--- config.mk ---
export PLATFORM = sky130hd
export DESIGN_NAME = addsub_pipe
export DESIGN_NICKNAME = d
export VERILOG_FILES = /design/src/rtl/addsub_pipe.sv
export SDC_FILE = /design/constraint.sdc
export NUM_CORES = 1
export LEC_CHECK = 0
export ABC_AREA = 1
export CELL_PAD_IN_SITES_DETAIL_PLACEMENT = 1
export CELL_PAD_IN_SITES_GLOBAL_PLACEMENT = 1
export CORE_AREA = 3 3 82 99
export DETAILED_ROUTE_END_ITERATION = 16
export DIE_AREA = 0 0 85 102
export PLACE_DENSITY_LB_ADDON = 0.2
export SLEW_MARGIN = 20
export SYNTH_ARGS = -nofsm -noshare
export SYNTH_HDL_FRONTEND = slang
export SYNTH_SLANG_ARGS = --single-unit
export TNS_END_PERCENT = 10
--- constraint.sdc ---
create_clock -name clk -period 5.3 [get_ports clk]
set_input_delay 0.795 -clock clk [delete_from_list [all_inputs] [get_ports clk]]
set_output_delay 0.795 -clock clk [all_outputs]
set_load 0.01 [all_outputs]
--- src/rtl/addsub_pipe.sv ---
// -----------------------------------------------------------------------------
// addsub_pipe
//
// Two-stage pipelined two's-complement adder/subtractor with an internal
// accumulator, optional saturation on signed overflow and a sticky overflow
// flag. Valid/ready handshaking on both sides. Stage S1 holds the raw operands
// and mode. Stage S2 holds the computed result and flags.
//
// Parameters
//   WIDTH      operand/result width in bits (2..64)
//   SAT        0 = wrap on signed overflow, 1 = saturate on signed overflow
//
// Ports
//   clk        clock, all state changes on the rising edge
//   rst        synchronous active-high reset
//   in_valid   operand beat offered
//   in_ready   block accepts the beat this cycle (combinational)
//   op1, op2   two's-complement operands
//   mode       00 add, 01 sub, 10 acc+op1, 11 load acc<=op1
//   clr_sticky one-cycle pulse clearing of_sticky
//   out_valid  result beat available
//   out_ready  downstream accepts the result beat
//   result     registered result
//   ofFlag     signed overflow of the current result beat
//   carry      unsigned carry-out (add/acc) or no-borrow (sub)
//   of_sticky  latched overflow indication
//   acc        current accumulator value
// -----------------------------------------------------------------------------
module addsub_pipe #(
    parameter int WIDTH = 8,
    parameter bit SAT   = 1'b0
) (
    input  logic             clk,
    input  logic             rst,
    input  logic             in_valid,
    output logic             in_ready,
    input  logic [WIDTH-1:0] op1,
    input  logic [WIDTH-1:0] op2,
    input  logic [1:0]       mode,
    input  logic             clr_sticky,
    output logic             out_valid,
    input  logic             out_ready,
    output logic [WIDTH-1:0] result,
    output logic             ofFlag,
    output logic             carry,
    output logic             of_sticky,
    output logic [WIDTH-1:0] acc
);

    localparam logic [1:0] MODE_ADD  = 2'b00;
    localparam logic [1:0] MODE_SUB  = 2'b01;
    localparam logic [1:0] MODE_ACC  = 2'b10;
    localparam logic [1:0] MODE_LOAD = 2'b11;

    // Saturation bound selected by the sign of the first operand.
    function automatic logic [WIDTH-1:0] sat_value(input logic neg);
        logic [WIDTH-1:0] v;
        if (neg) begin
            v = {1'b1, {(WIDTH-1){1'b0}}};
        end else begin
            v = {1'b0, {(WIDTH-1){1'b1}}};
        end
        return v;
    endfunction

    // Stage S1 state
    logic             s1_valid_q, s1_valid_d;
    logic [WIDTH-1:0] s1_op1_q,   s1_op1_d;
    logic [WIDTH-1:0] s1_op2_q,   s1_op2_d;
    logic [1:0]       s1_mode_q,  s1_mode_d;

    // Stage S2 state
    logic             s2_valid_q, s2_valid_d;
    logic [WIDTH-1:0] result_q,   result_d;
    logic             of_q,       of_d;
    logic             carry_q,    carry_d;

    // Architectural state
    logic [WIDTH-1:0] acc_q,      acc_d;
    logic             sticky_q,   sticky_d;

    // Handshake and datapath intermediates
    logic             s2_advance;
    logic             s1_move;
    logic             accept;
    logic [WIDTH-1:0] opa;
    logic [WIDTH-1:0] opb;
    logic             cin;
    logic [WIDTH:0]   raw_sum;
    logic [WIDTH-1:0] raw_res;
    logic [WIDTH-1:0] fin_res;
    logic             calc_of;
    logic             calc_carry;

    // Pipeline flow control: S2 drains or is empty, S1 follows S2.
    always_comb begin
        s2_advance = !s2_valid_q || out_ready;
        s1_move    = s1_valid_q && s2_advance;
        in_ready   = !s1_valid_q || s2_advance;
        accept     = in_valid && in_ready;
    end

    // Arithmetic on the S1 beat. Subtraction is op1 + ~op2 + 1, so the
    // overflow rule "both addend signs equal, result sign differs" covers
    // add, sub and accumulate alike once opb is the effective addend.
    always_comb begin
        opa = s1_op1_q;
        opb = s1_op2_q;
        cin = 1'b0;
        case (s1_mode_q)
            MODE_ADD: begin
                opa = s1_op1_q;
                opb = s1_op2_q;
                cin = 1'b0;
            end
            MODE_SUB: begin
                opa = s1_op1_q;
                opb = ~s1_op2_q;
                cin = 1'b1;
            end
            MODE_ACC: begin
                opa = acc_q;
                opb = s1_op1_q;
                cin = 1'b0;
            end
            MODE_LOAD: begin
                opa = s1_op1_q;
                opb = {WIDTH{1'b0}};
                cin = 1'b0;
            end
            default: begin
                opa = s1_op1_q;
                opb = s1_op2_q;
                cin = 1'b0;
            end
        endcase

        raw_sum = {1'b0, opa} + {1'b0, opb} + {{WIDTH{1'b0}}, cin};
        raw_res = raw_sum[WIDTH-1:0];

        if (s1_mode_q == MODE_LOAD) begin
            calc_of    = 1'b0;
            calc_carry = 1'b0;
            fin_res    = s1_op1_q;
        end else begin
            calc_of    = (opa[WIDTH-1] == opb[WIDTH-1]) && (raw_res[WIDTH-1] != opa[WIDTH-1]);
            calc_carry = raw_sum[WIDTH];
            if (SAT && calc_of) begin
                fin_res = sat_value(opa[WIDTH-1]);
            end else begin
                fin_res = raw_res;
            end
        end
    end

    // Next-state for both stages, the accumulator and the sticky flag.
    always_comb begin
        s1_valid_d = s1_valid_q;
        s1_op1_d   = s1_op1_q;
        s1_op2_d   = s1_op2_q;
        s1_mode_d  = s1_mode_q;
        s2_valid_d = s2_valid_q;
        result_d   = result_q;
        of_d       = of_q;
        carry_d    = carry_q;
        acc_d      = acc_q;
        sticky_d   = sticky_q;

        if (accept) begin
            s1_valid_d = 1'b1;
            s1_op1_d   = op1;
            s1_op2_d   = op2;
            s1_mode_d  = mode;
        end else if (s1_move) begin
            s1_valid_d = 1'b0;
        end else begin
            s1_valid_d = s1_valid_q;
        end

        // Result fields only change when a new beat arrives, so they stay
        // stable under backpressure and after the last beat drains.
        if (s2_advance) begin
            s2_valid_d = s1_valid_q;
            if (s1_valid_q) begin
                result_d = fin_res;
                of_d     = calc_of;
                carry_d  = calc_carry;
            end else begin
                result_d = result_q;
                of_d     = of_q;
                carry_d  = carry_q;
            end
        end else begin
            s2_valid_d = s2_valid_q;
        end

        // acc updates as its beat enters S2, so the next S1 beat already
        // sees the new value on the following cycle.
        if (s1_move && s1_mode_q[1]) begin
            acc_d = fin_res;
        end else begin
            acc_d = acc_q;
        end

        // A new overflow beats a simultaneous clear.
        if (s1_move && calc_of) begin
            sticky_d = 1'b1;
        end else if (clr_sticky) begin
            sticky_d = 1'b0;
        end else begin
            sticky_d = sticky_q;
        end
    end

    // State registers with synchronous reset discarding in-flight beats.
    always_ff @(posedge clk) begin
        if (rst) begin
            s1_valid_q <= 1'b0;
            s1_op1_q   <= {WIDTH{1'b0}};
            s1_op2_q   <= {WIDTH{1'b0}};
            s1_mode_q  <= 2'b00;
            s2_valid_q <= 1'b0;
            result_q   <= {WIDTH{1'b0}};
            of_q       <= 1'b0;
            carry_q    <= 1'b0;
            acc_q      <= {WIDTH{1'b0}};
            sticky_q   <= 1'b0;
        end else begin
            s1_valid_q <= s1_valid_d;
            s1_op1_q   <= s1_op1_d;
            s1_op2_q   <= s1_op2_d;
            s1_mode_q  <= s1_mode_d;
            s2_valid_q <= s2_valid_d;
            result_q   <= result_d;
            of_q       <= of_d;
            carry_q    <= carry_d;
            acc_q      <= acc_d;
            sticky_q   <= sticky_d;
        end
    end

    assign out_valid = s2_valid_q;
    assign result    = result_q;
    assign ofFlag    = of_q;
    assign carry     = carry_q;
    assign of_sticky = sticky_q;
    assign acc       = acc_q;

endmodule
==> out/results.tsv <==
metric	value	unit
post-placement cell area	2641	um^2
MaxCap Viol Count	0	
CP cell instances	inv_4 > nand2_1 > o221ai_1 > o21ai_0 > fa_1 > fa_1 > inv_1 > nand2_1 > nand3_1 > nand2_1 > nand3_1 > nand3_1 > nand2_1 > inv_1	
FF-to-FF setup slack	2.54	ns
Die H	102	um
Clock Skew	0.004633	ns
crit path max fanout	9	
routed len/inst	13.98	um
most used cell, CP	nand2_1	
Min-Delay Path Class	reg -> reg	
outcome	completed	
EDFF count, synth	0	
vias in the first global route	2129	
number of synthesized register bits	39	
pre-CTS setup slack	2.528	ns
fin nets	395	
asr flop ratio synth	0	%
Die W	85	um
Starting Density	29.45	%
CTS Buf Count	5	
CP startpoint kind	register	
vias per inst	4.731	
CTS tree	done	
Worst Path Class, Setup	reg -> reg	
Clk Latency, worst-skew pair	0.29	ns
Final ANT Viol Nets	0	
P&R area growth vs syn	28.15	%
synth warn	0	
clk slew on worst S/H paths	0.08	ns
Synth area leader	dfxtp_1	
Slew Viols, Final	0	
syn_area_per_cell	6.652	um^2
Fmax	362.5	MHz
initial DRC count	66	
number of library cell types mapped by synthesis	27	
CTS H-tree depth	2	
initial antenna violation count	0	
CTS Sinks	39	
leading post-synthesis cells by cell area	dfxtp_1, nand2_1, nor2_1	
site row count	34	
cells after synthesis	322	
# Post-CTS Setup Buffers	0	
Final GP Congestion	0.7737	
largest net degree at the start of global routing	28	
post-CTS sizing	0	
PD cells	283.7	nW/um^2
Worst-Margin Slew	0.6630	ns
ant diodes	0	
RSZ-0062 raised after global routing	false	
I/O Buffers	43	
Final HPWL DP	4962	um
GRT Total Usage	15.14	%
Initial DRT Pass Iterations	4	
top-area cell type share of the netlist area	36.45	%
via count	2148	
final setup vio count	0	
routed wire length	6346	um
clock buffer depth	2	
synthesized area	2142	um^2
Worst Path Arrival	2.95	ns
VDD IR max	141.4	uV
slowest cell on the critical path	fa_1	
crit path time final	2.759	ns
Hold Vio Cnt, Final	0	
slew margin rel.	55.75	%
DIE AREA	8670	um^2
Post-route DRC	0	
post-route core utilization	37.74	%
crit share post-route	52.05	%
Pleak	1.252	nW
commonest non-fill, non-tap cell in the layout	nand2_1	
sequential share of the synthesized area	36.45	%
Hold Buf Count CTS	0	
total gr overflow	0	
CP required	5.49	ns
Most used DFF post-synth	dfxtp_1	
most frequent cells in the layout	nand2_1, nor2_1, clkdlybuf4s50_1	
I/O Pins	44	
final setup TNS	0	ns
Mapped Nets	354	
max incr delay on CP	0.47	ns
Critical Path End Type	register	
power consumption	0.7788	mW
layout cells sized above 1	6.044	%
first-pass GRT wire length	10430	um
clock root buffer	clkbuf_8	
core footprint	7274	um^2
setup ws final	2.541	ns
post-layout instance area	2745	um^2
synthesized netlist by cell type, drive strengths merged, types with 3 or more instances:
cell type and n:
nand2 64, nor2 49, inv 47, o21ai 41, dfxtp 39, a21oi 23
nand3 23, buf 7, ha 7, o22ai 4, clkbuf 3, o21a 3
through the flow:
step	instances	hold WS [ns]
after global placement	446	0.4577
final	454	0.4645
after floorplan	322	0.4487
after global routing	454	0.4915
after CTS	454	0.4717
after detailed placement	446	0.4615
power by group:
part	internal, mW	leakage (nW)	switching [mW]
combinational	0.0917	0.880	0.128
sequential	0.313	0.322	0.0166
clock	0.119	0.0505	0.111
total	0.523	1.25	0.256
layout make-up:
cell class | count | area, um^2
inverter | 47 | 178.9
timing repair buffer | 44 | 437.9
sequential | 39 | 780.7
clock inverter | 1 | 7.507
fill | 917 | 4529
tap | 90 | 112.6
clock buffer | 7 | 96.34
multi-input combinational | 226 | 1131
worst paths after layout:
kind	from	end	depth (start not counted)
worst max register to register	s1_mode_q[1]	acc[4]	14
worst min-delay path	of_sticky	of_sticky	2
worst min register to register	of_sticky	of_sticky	2
worst max-delay path	s1_mode_q[1]	acc[4]	14
logic make-up after synthesis:
logic type               share of synthesized area, %
flip-flops                                      36.45
XOR/XNOR                                       0.4090
adder cells (fa/ha/maj)                         5.958
buffers and inverters                           10.75
AO/OA/AOI/OAI                                   18.69
AND/OR/NAND/NOR                                 27.74
flip-flops by register name, summed over array words and instances (netlist names):
name and flops:
acc 8, result 8, s1_op1_q 8, s1_op2_q 8, s1_mode_q 2, carry 1
ofFlag 1, of_sticky 1, out_valid 1, s1_valid_q 1
worst max-delay path: cells and delay by family, from the launching register on:
family	cells	cell delay [ns]
compound gates	2	0.38
simple gates	7	0.67
fa+ha+maj	2	0.89
buf+inv	3	0.28
flops	1	0.44
layer usage:
| layer | part of all wire (%) | global-route usage, % | vias up |
|---|---|---|---|
| li1 | - | - | 1120 |
| met1 | 47 | 19.51 | 988 |
| met2 | 49 | 26.26 | 33 |
| met3 | 3.1 | 2.339 | 7 |
| met4 | 1.3 | 4.263 | 0 |
| met5 | 0 | 0 | - |
Power figures use the tool's default switching activity.
